### config.mk
export PLATFORM = sky130hd
export DESIGN_NAME = fifo_rptr_empty
export DESIGN_NICKNAME = d
export VERILOG_FILES = /design/src/rtl/fifo_rptr_empty.sv
export SDC_FILE = /design/constraint.sdc
export NUM_CORES = 1
export LEC_CHECK = 0
export CAP_MARGIN = 20
export CORE_UTILIZATION = 39
export DETAILED_ROUTE_END_ITERATION = 10
export PLACE_DENSITY = 0.79
export SLEW_MARGIN = 10
export SYNTH_ARGS = -nofsm -noshare
export SYNTH_HDL_FRONTEND = slang
export SYNTH_SLANG_ARGS = --single-unit
export TNS_END_PERCENT = 100
### constraint.sdc
create_clock -name clk -period 3.2 [get_ports clk]
set_clock_uncertainty 0.05 [all_clocks]
set_input_delay 0.64 -clock clk [delete_from_list [all_inputs] [get_ports clk]]
set_output_delay 0.64 -clock clk [all_outputs]
set_load 0.03 [all_outputs]
### src/rtl/fifo_rptr_empty.sv
// Read-domain pointer and status logic for a dual-clock FIFO: Gray read pointer,
// RAM read address, and registered empty / almost_empty / level / underflow flags.
module fifo_rptr_empty #(
    parameter int ADDR_WIDTH    = 4,
    parameter int AEMPTY_THRESH = 2
) (
    input  logic                  clk,
    input  logic                  rst_n,
    input  logic                  rd_en,
    input  logic [ADDR_WIDTH:0]   rq2_wptr,
    output logic [ADDR_WIDTH-1:0] rd_addr,
    output logic [ADDR_WIDTH:0]   rptr,
    output logic                  empty,
    output logic                  almost_empty,
    output logic [ADDR_WIDTH:0]   rd_level,
    output logic                  rd_err
);

    localparam int              PW     = ADDR_WIDTH + 1;
    localparam logic [PW-1:0]   THRESH = PW'(AEMPTY_THRESH);

    logic [PW-1:0] rbin;
    logic [PW-1:0] rbin_next;
    logic [PW-1:0] rgray_next;
    logic [PW-1:0] wbin;
    logic [PW-1:0] level_next;
    logic          rinc;

    always_comb begin
        rinc       = rd_en & ~empty;
        rbin_next  = rbin + PW'(rinc);
        rgray_next = (rbin_next >> 1) ^ rbin_next;
        // Each binary bit is the XOR of all Gray bits at or above it.
        wbin       = '0;
        for (int i = 0; i < PW; i++) begin
            wbin[i] = ^(rq2_wptr >> i);
        end
        level_next = wbin - rbin_next;
    end

    // NOTE: state registers use non-blocking assignments so every flop samples
    // the pre-edge values of the others, regardless of statement order.
    always_ff @(posedge clk or negedge rst_n) begin
        if (!rst_n) begin
            rbin         <= '0;
            rptr         <= '0;
            empty        <= 1'b1;
            almost_empty <= 1'b1;
            rd_level     <= '0;
            rd_err       <= 1'b0;
        end else begin
            rbin         <= rbin_next;
            rptr         <= rgray_next;
            empty        <= (rgray_next == rq2_wptr);
            almost_empty <= (level_next <= THRESH);
            rd_level     <= level_next;
            rd_err       <= rd_en & empty;
        end
    end

    // Address is the low bits of the binary pointer; the MSB only tracks lap parity.
    assign rd_addr = rbin[ADDR_WIDTH-1:0];

endmodule

# Word level (Yosys, flattened, before mapping)
# Cells that the tools add are included.
[totals]
register_bits = 18
input_bits = 8
wordCells = 19
[classes]
n_addsub = 2
order_cmp = 1
eq_ne = 1
n_bitwise = 4
n_reduce_logical = 5
[op_table]
columns = ["operator", "count"]
rows = [
  ["$reduce_xor A5 Y1", 5],
  ["$add A5 B1 Y5", 1],
  ["$eq A5 B5 Y1", 1],
  ["$le A5 B2 Y1 const B", 1],
  ["$sub A5 B5 Y5", 1],
  ["$xor A4 B5 Y5", 1],
  ["$and A1 B1 Y1", 2],
  ["$not A1 Y1", 1],
]

# Longest topological paths before layout
[depth]
word_depth = 5
mapped_depth = 10
ltp_nobuf = 10

# Worst setup path before layout
# No wires, ideal clock.
[synth_timing]
path_type = "input to register"
startpoint = "in rd_en"
endpoint = "reg almost_empty"
arrival_ns = 2.574
slack_ns = 0.492
stages = 10
path_cell_list = "nor2b_1 > ha_1 > ha_1 > clkbuf_1 > xnor2_1 > ha_1 > a21o_1 > a21bo_1 > o31ai_2 > nor3b_1"
[synth_between]
elab_chain_cells = 4
[synth_lines]
columns = ["element", "line_no", "rtl"]
rows = [
  ["start, declared", "9", "input logic rd_en,"],
  ["$and A1 B1 Y1", "30", "rinc = rd_en & ~empty;"],
  ["$add A5 B1 Y5", "31", "rbin_next = rbin + PW'(rinc);"],
  ["named net rbin_next[1]", "23", "logic [PW-1:0] rbin_next;"],
  ["$sub A5 B5 Y5", "38", "level_next = wbin - rbin_next;"],
  ["$le A5 B2 Y1", "55", "almost_empty <= (level_next <= THRESH);"],
  ["end signal, assigned", "55", ""],
  ["end, declared", "14", "output logic almost_empty,"],
]
# The timed path passes the listed nets, and every way through them passes these cells.

# Worst setup path after layout
[layout_timing]
startpoint = "in rq2_wptr[3]"
endpoint = "reg almost_empty"
[layout_between]
elab_chain_cells = 3
elab_cells_between_ends = 6
classes_between = "1 x add/sub; 1 x order compare; 4 x reduce/logical"
[layout_lines]
columns = ["element", "line_no", "rtl"]
rows = [
  ["start, declared", "10", "input logic [ADDR_WIDTH:0] rq2_wptr,"],
  ["$reduce_xor A5 Y1", "36", "wbin[i] = ^(rq2_wptr >> i);"],
  ["$sub A5 B5 Y5 (*)", "38", ""],
  ["$le A5 B2 Y1 (*)", "55", ""],
]
# Mark *: on every way between the ends. The rest lies on a longest branch, timed or not.

==> qor.txt <==
M1 GR Usage - 0.179
Dpl cells - 136
HP Start - empty
CTS tree - done
First-pass GRT wire length - 2.84 mm
Worst-path fanout max - 4
Avg Vias per Cell - 4.61
Die Height - 50.0 microns
Clk sinks - 17
Core area - 2190 sq um
First-pass DRT Iterations - 2
Number of diodes - 0
DP HPWL - 1.30 mm
Syn Area/Cell - 11.2 sq um
Syn Nets - 93
Fin cells - 140
Tot GR Track Use - 0.159
CTS max path bufs - 2
Sequential-to-total area share from yosys stat - 0.476
Post-CTS setup buffers - 0
Wirelength, routed - 1.62 mm
Worst r2r dst - almost_empty
Met2 Use GR - 0.256
Count of filler cells inserted in the layout - 183
Cell Area, Synth - 898 sq um
Synth area leader - dfrtp_1
IO Count - 25
RR Startpoint - empty
Yosys cell types - 27
Row Count - 17
Top FF cell, synth - dfrtp_1
DP Area - 1210 sq um
CP Data Arrival Time - 3.12 ns
H-tree depth - 1
Initial Util - 0.410
Ranking of synthesized cells by area - dfrtp_1, xor2_1, xnor2_1
Layout Nets - 126
Final count of hold timing violations - 0
Final instance area - 1230 sq um
Setup crit start kind - input port
Reg-to-reg slack, setup - 0.62 ns
Cts bufs inserted - 3
Pin count of the biggest net entering global routing - 18
Initial antenna violation count - 0
Gr busiest metal - met2
Gr ovfl total - 0
Synth Instances - 80
Max_cap viols - 0
Multi-input logic area - 429 sq um
Crit. End Element - flop
Die Width - 50.0 microns
Reg2Reg Depth - 10
Clock transition at path regs - 0.10 ns
Antenna-violating nets left - 0
Least-Margin Pin Slew - 0.736 ns
IO buf count - 24
Top cell type's share of synthesized area - 0.418
Final Setup Violations - 0
Number of buffers inserted by hold repair at cts - 0
Post-synth EDFFs - 0
Sequential standard cell area - 428 sq um
CTS Root Cell - clkbuf_4
Share of cells above drive strength 1 - 0.125
Pins Over Slew Limit - 0
Die area - 2500 sq um
Layout area overhead - 37.3%
Routed wire per std cell - 11.6 microns
Hold Path Class - reg2reg
Max Fclk - 338 MHz
Slew headroom - 0.508
Placer Congestion - 0.797
Min Clock Period, post-route - 2.96 ns
Crit Path Class - in2reg
Worst setup startpoint - rq2_wptr[3]
FF+latch count, synth - 17
Ys async rst share - 1.00
Vias - 646
RSZ-0062 raised after global routing - false
Status - completed
WP data required - 3.36 ns
Ys Warns - 0
Resize count post-CTS - 0
Period utilization - 0.925
Vias in the first global route - 678
GR Layer Usage met3 - 0.0340
Min-Delay Path Depth - 1
DRC errors left - 0
1st-iter DRT viols - 4
Layout Utilization - 0.563
Clk_lat worst skew - 0.30 ns
Hold EP - rd_err
==> how the worst max path moves through the flow <==
| stage | end | cells past startpoint |
|---|---|---|
| 5_1_grt | almost_empty | 11 |
| 3_3_place_gp | almost_empty | 11 |
| 3_5_place_dp | almost_empty | 11 |
| 2_1_floorplan | almost_empty | 10 |
| 6_report | almost_empty | 11 |
| 4_1_cts | almost_empty | 11 |
==> flip-flops by register name, indices dropped and copies added (netlist names) <==
name and count:
almost_empty 1, empty 1, rbin 5, rd_err 1, rd_level 5, rptr 4
==> Yosys cell counts, types with 2 or more instances <==
cell and instances:
dfrtp_1 15, xor2_1 11, inv_1 10, xnor2_1 9
ha_1 5, nand3_1 4, nor2_1 3, dfstp_2 2
nand2_1 2, xor2_2 2
==> placed cells by master (no fill, tap or decap) <==
cell,Yosys,final
a2111oi_0,1,1
a21bo_1,1,1
a21o_1,1,1
a21oi_1,1,1
and2_1,1,1
and3_2,1,1
buf_4,0,5
clkbuf_1,1,1
clkbuf_4,0,3
clkdlybuf4s50_1,0,24
dfrtp_1,15,15
dfstp_2,2,2
ha_1,5,5
inv_1,10,10
nand2_1,2,2
nand2b_1,1,1
nand3_1,4,4
nand4b_1,1,1
nor2_1,3,3
nor2b_1,1,1
nor3b_1,1,1
nor4_1,1,1
o211ai_1,1,1
o21ai_0,1,1
o31ai_2,1,1
o41ai_1,1,1
or3_1,1,1
xnor2_1,9,9
xor2_1,11,11
xor2_2,2,2
==> logic make-up after synthesis <==
logic type | synth area share
and+or+nand+nor | 0.104
AOI/OAI and AO/OA | 0.0724
DFF | 0.476
buffers and inverters | 0.0460
xor gates and xnor gates | 0.231
adders and majority gates | 0.0696
==> per-stage QoR <==
step                      setup slack, ns  hold slack, ns  setup TNS [ns]
after floorplan                     0.492           0.294               0
after global placement            0.00797           0.489               0
after detailed placement          -0.0510           0.499         -0.0510
after CTS                           0.250           0.513               0
after global routing               0.0918           0.530               0
final                               0.241           0.508               0
==> routing by layer <==
metal	up-vias	wire length (microns)
met4	0	57
met1	300	714
met3	5	75
met2	19	775
met5	-	0
li1	322	-
==> final cells by class <==
class / instances / area share
Tap cell: 28 / 0.0284
Multi-Input combinational cell: 52 / 0.348
Inverter: 10 / 0.0304
Timing Repair Buffer: 29 / 0.225
Clock buffer: 4 / 0.0213
Sequential cell: 17 / 0.347
==> critical path, cell delays in order <==
cell and delay (ns):
clkdlybuf4s50_1 0.54, xor2_2 0.24, xnor2_1 0.19, xnor2_1 0.15, ha_1 0.20, inv_1 0.05
ha_1 0.19, a21o_1 0.19, a21bo_1 0.22, o31ai_2 0.28, nor3b_1 0.23
Power is not shown: default switching activity piles up to over one toggle a cycle in this logic, so the estimate is an artifact.
